===== src/rtl/regdump_sequencer.sv =====
// Run-then-dump controller: resets the core, lets it run a fixed number of
// clocks, then freezes it and streams every register out over valid/ready.
module regdump_sequencer #(
    parameter int RUN_CYCLES = 2000,
    parameter int NUM_REGS   = 32,
    parameter int CNT_W      = 16
) (
    input  logic             clock,
    input  logic             reset,
    input  logic             start,
    output logic             cpu_reset,
    output logic             cpu_run,
    output logic             test_mode,
    output logic [4:0]       dump_addr,
    input  logic [31:0]      reg_data,
    output logic             dump_valid,
    input  logic             dump_ready,
    output logic [4:0]       dump_index,
    output logic [31:0]      dump_data,
    output logic [CNT_W-1:0] cycle_count,
    output logic             busy,
    output logic             done
);

    localparam logic [2:0] S_IDLE   = 3'd0;
    localparam logic [2:0] S_CLR    = 3'd1;
    localparam logic [2:0] S_RUN    = 3'd2;
    localparam logic [2:0] S_SETTLE = 3'd3;
    localparam logic [2:0] S_DUMP   = 3'd4;
    localparam logic [2:0] S_DONE   = 3'd5;

    localparam bit HAS_RUN = (RUN_CYCLES > 0);
    localparam logic [CNT_W-1:0] RUN_LAST =
        HAS_RUN ? CNT_W'(RUN_CYCLES - 1) : '0;
    localparam logic [4:0] REG_LAST = 5'(NUM_REGS - 1);

    logic [2:0]       state_q, state_d;
    logic [CNT_W-1:0] count_q, count_d;
    logic [4:0]       addr_q, addr_d;
    logic [4:0]       index_q, index_d;
    logic [31:0]      data_q, data_d;

    always_comb begin
        state_d = state_q;
        count_d = count_q;
        addr_d  = addr_q;
        index_d = index_q;
        data_d  = data_q;
        unique case (state_q)
            S_IDLE: begin
                if (start) state_d = S_CLR;
            end
            S_CLR: begin
                count_d = '0;
                addr_d  = '0;
                state_d = HAS_RUN ? S_RUN : S_SETTLE;
            end
            S_RUN: begin
                count_d = count_q + 1'b1;
                if (count_q == RUN_LAST) state_d = S_SETTLE;
            end
            S_SETTLE: begin
                // regfile read is combinational, so the value is valid here
                data_d  = reg_data;
                index_d = addr_q;
                state_d = S_DUMP;
            end
            S_DUMP: begin
                if (dump_ready) begin
                    if (index_q == REG_LAST) begin
                        state_d = S_DONE;
                    end else begin
                        addr_d  = addr_q + 1'b1;
                        state_d = S_SETTLE;
                    end
                end
            end
            S_DONE: begin
                if (start) state_d = S_CLR;
            end
            default: state_d = S_IDLE;
        endcase
    end

    always_ff @(posedge clock or negedge reset) begin
        if (!reset) begin
            state_q <= S_IDLE;
            count_q <= '0;
            addr_q  <= '0;
            index_q <= '0;
            data_q  <= '0;
        end else begin
            state_q <= state_d;
            count_q <= count_d;
            addr_q  <= addr_d;
            index_q <= index_d;
            data_q  <= data_d;
        end
    end

    // test_mode covers SETTLE..DONE so the core never drives rs1 while frozen
    assign cpu_reset   = (state_q == S_CLR);
    assign cpu_run     = (state_q == S_RUN);
    assign test_mode   = (state_q == S_SETTLE) || (state_q == S_DUMP) ||
                         (state_q == S_DONE);
    assign dump_valid  = (state_q == S_DUMP);
    assign busy        = (state_q != S_IDLE) && (state_q != S_DONE);
    assign done        = (state_q == S_DONE);
    assign dump_addr   = addr_q;
    assign dump_index  = index_q;
    assign dump_data   = data_q;
    assign cycle_count = count_q;

endmodule


===== config.mk =====
export PLATFORM = sky130hd
export DESIGN_NAME = regdump_sequencer
export DESIGN_NICKNAME = d
export VERILOG_FILES = /design/src/rtl/regdump_sequencer.sv
export SDC_FILE = /design/constraint.sdc
export NUM_CORES = 1
export LEC_CHECK = 0
export BUFFER_PORTS_ARGS = -buffer_cell sky130_fd_sc_hd__buf_2
export CAP_MARGIN = 30
export CORE_MARGIN = 5
export CORE_UTILIZATION = 45
export DETAILED_ROUTE_END_ITERATION = 16
export MAX_ROUTING_LAYER = met4
export PLACE_DENSITY_LB_ADDON = 0.2
export SLEW_MARGIN = 25
export SYNTH_ARGS = -nofsm -noshare
export SYNTH_HDL_FRONTEND = slang
export SYNTH_SLANG_ARGS = --single-unit

===== constraint.sdc =====
create_clock -name clock -period 2.74 [get_ports clock]
set_input_delay 0.411 -clock clock [delete_from_list [all_inputs] [get_ports clock]]
set_output_delay 0.411 -clock clock [all_outputs]
set_load 0.01 [all_outputs]

==> flow_metrics.env <==
export IMPL_run_status="finished, final reports clean"
export IMPL_nNetsFinal=365
export IMPL_drtAntennaViolNets=0
export IMPL_cts_repair_resize_count=0
export IMPL_synth_cell_types=45
export IMPL_area_of_the_core_region_um2=5921
export IMPL_drt_pass1_iterations=6
export IMPL_critical_path_max_stage_delay_ns=0.49
export IMPL_synth_main_ff_cell="dfrtp_1"
export IMPL_final_setup_skew_ns=0.01059
export IMPL_die_area_um2=7771
export IMPL_post_route_cells_drive_above_1_share_pct=48.34
export IMPL_area_growth_from_synthesis_to_layout_pct=26.13
export IMPL_post_cts_hold_buffer_count=0
export IMPL_start_util_pct=46.43
export IMPL_worst_path_max_fanout=11
export IMPL_total_cts_buffers=9
export IMPL_routed_via_count=2120
export IMPL_totalWireLength_um=6227
export IMPL_report_final_hold_viol_count=0
export IMPL_timing_critical_path_to_type="output port"
export IMPL_die_height_um=88.16
export IMPL_synth_sequential_area_ratio_pct=55.53
export IMPL_max_vdd_ir_drop_mv=0.4661
export IMPL_worst_setup_hold_path_clk_slew_ns=0.06
export IMPL_cts_htree_levels=3
export IMPL_worstSetupPathType="flop to output port"
export IMPL_ys_seq_elements=61
export IMPL_first_iter_violations=82
export IMPL_worst_r2r_startpoint="state_q[0]"
export IMPL_mappedNetlistArea_um2=2749
export IMPL_timing_final_crit_period_ns=2.195
export IMPL_timing_critical_path_slowest_stage_cell="or3b_4"
export IMPL_number_of_antenna_violations_at_the_first_check_in_global_routing=0
export IMPL_synth_net_count=264
export IMPL_place_congestion=0.8476
export IMPL_cts_post_setup_buffers_inserted=0
export IMPL_die_w_um=88.16
export IMPL_post_synth_cell_area_avg_um2=12.16
export IMPL_row_count=28
export IMPL_hpwlAfterDp_um=4503
export IMPL_route_detailed_wl_per_inst_um=15.34
export IMPL_synth_enable_flop_cells=0
export IMPL_min_delay_worst_type="primary input to asynchronous set/reset pin"
export IMPL_syn_inst=226
export IMPL_crit_arrival_ns=1.78
export IMPL_final_min_period_over_clock_period_pct=80.10
export IMPL_synthArstFlopShare_pct=100.0
export IMPL_clockRootBuffer="clkbuf_8"
export IMPL_cts_tree="built"
export IMPL_leakage_nw=1.751
export IMPL_first_global_vias=2021
export IMPL_timing_max_cap_violations=0
export IMPL_worst_ep_required_time_ns=2.33
export IMPL_antenna_diodes=0
export IMPL_io_pin_count=100
export IMPL_power_density_nw_per_um2=1014
export IMPL_grt_remaining_overflow=0
export IMPL_timing_max_transition_violations_final=0
export IMPL_grt_total_usage_pct=17.36
export IMPL_setup_viol=0
export IMPL_drc_errors=0
export IMPL_setup_repair_after_global_routing_missed_its_margin="false"
export IMPL_routed_via_density=5.222
export IMPL_grt_max_degree=62
export IMPL_relSlewSlack_pct=49.92
export IMPL_worst_skew_pair_late_latency_ns=0.33
export IMPL_r2r_setup_slack_ns=0.72
export IMPL_crit_path_start_kind="flop"
export IMPL_crit_path_start="state_q[0]"
export IMPL_total_negative_slack_ns=0
export IMPL_worst_slew_pin_slew_ns=0.7513
export IMPL_global_route_wire_length_before_repair_um=9942
export IMPL_yosys_warnings=0
export IMPL_cts_max_path_buffers=2
export IMPL_clkSinkCount=61
export IMPL_path_cells="or3b_4 -> inv_1 -> buf_2"
export IMPL_layout_core_utilization_pct=58.56
export IMPL_numPortBuffers=99
export IMPL_max_freq_ghz=0.4556
## final timing paths
check | end | cells after the start
max in group asynchronous | state_q[0] | 2
min reg2reg | dump_data[3] | 1
max reg2reg | cycle_count[14] | 5
min | dump_data[2] | 2
min in group clock | dump_data[26] | 2
max | cpu_run | 3
## worst max-delay path, delay by kind of cell (launching register included)
kind                   cells  cell delay (ns)
buffers and inverters      2             0.50
and+or+nand+nor            1             0.49
DFF                        1             0.46
## logic make-up after synthesis
kind of cell             share of synthesized area (%)
multiplexers                                     17.34
AND/OR/NAND/NOR                                  14.61
flip-flops                                       55.53
buffers and inverters                            3.322
adder cells (fa/ha/maj)                         0.9102
AO/OA/AOI/OAI                                    8.285
## area by class of cell
cell class,count,area [µm²]
Tap cell,75,93.84
Clock buffer,11,151.4
Multi-Input combinational cell,147,1131
Timing Repair Buffer,102,518.0
Inverter,6,22.52
Sequential cell,61,1526
Fill cell,519,2454
Clock inverter,4,23.77
## metrics by stage
stage / cells / power [mW] / instance area [µm²] / setup slack (ns) / hold slack, ns
after floorplan: 226 / 2.368 / 2749 / 1.017 / 0.1154
after global placement: 391 / 2.817 / 3292 / 0.7742 / 0.4815
after detailed placement: 391 / 2.852 / 3292 / 0.7605 / 0.4865
after CTS: 406 / 3.564 / 3467 / 0.5445 / 0.2609
after global routing: 406 / 3.787 / 3467 / 0.4408 / 0.2879
final: 406 / 3.514 / 3467 / 0.5451 / 0.2286
## flip-flops by register name, indices dropped and copies added, names as in the netlist
signal and cells:
dump_data 32, cycle_count 16, dump_addr 5, dump_index 5, state_q 3
## power breakdown
| part | internal (mW) | switching (mW) | leakage, nW |
|---|---|---|---|
| Clock | 0.369 | 0.336 | 0.0949 |
| Sequential | 1.22 | 0.194 | 0.769 |
| Combinational | 0.691 | 0.709 | 0.887 |
| Total | 2.28 | 1.24 | 1.75 |
## layout by cell type (no fill, tap or decap), types with 2 or more instances in the layout
cell,Yosys,layout
nand4_1,7,7
mux2_2,37,37
o41ai_1,2,2
ha_1,2,2
buf_2,5,99
inv_1,5,5
clkbuf_8,0,11
nand2_1,17,17
a41oi_1,2,2
a31oi_1,3,3
a221o_1,3,3
and3_1,5,5
nor3_1,7,7
a21oi_1,4,4
nor2_1,4,4
dfrtp_1,61,61
o31ai_1,3,3
nor4_1,2,2
clkinv_2,0,3
and2b_1,2,2
nand2b_1,2,2
buf_4,0,3
nand3_1,8,8
nor2b_1,2,2
o21ai_0,9,9
mux2i_1,6,6
and2_1,3,3
## Yosys cell counts (all sizes together), types with 2 or more instances
cell type   n  area, µm²
a21oi       4      20.02
a221o       3      30.03
a31oi       3      18.77
a41oi       2      17.52
and2        3      18.77
and2b       2      15.01
and3        5      31.28
buf         7      47.54
clkbuf      5      21.27
dfrtp      61       1526
ha          2      25.02
inv         6      22.52
mux2       37      416.7
mux2i       6      60.06
nand2      17      63.81
nand2b      2      12.51
nand3       8      40.04
nand4       8      65.06
nor2        4      15.01
nor2b       2      12.51
nor3        7      35.03
nor4        2      12.51
o21ai       9      45.04
o31ai       3      22.52
o41ai       2      17.52
or3b        2      20.02
## routing by layer
metal	GRT usage [%]	share of wire, %	routed length [µm]	vias to the layer above
met3	4.892	8.0	497	10
met2	26.03	47	2902	75
met4	8.379	1.8	109	0
met1	21.63	44	2718	999
met5	-	0	0	-
li1	-	-	-	1036
Power figures use the tool's default switching activity.
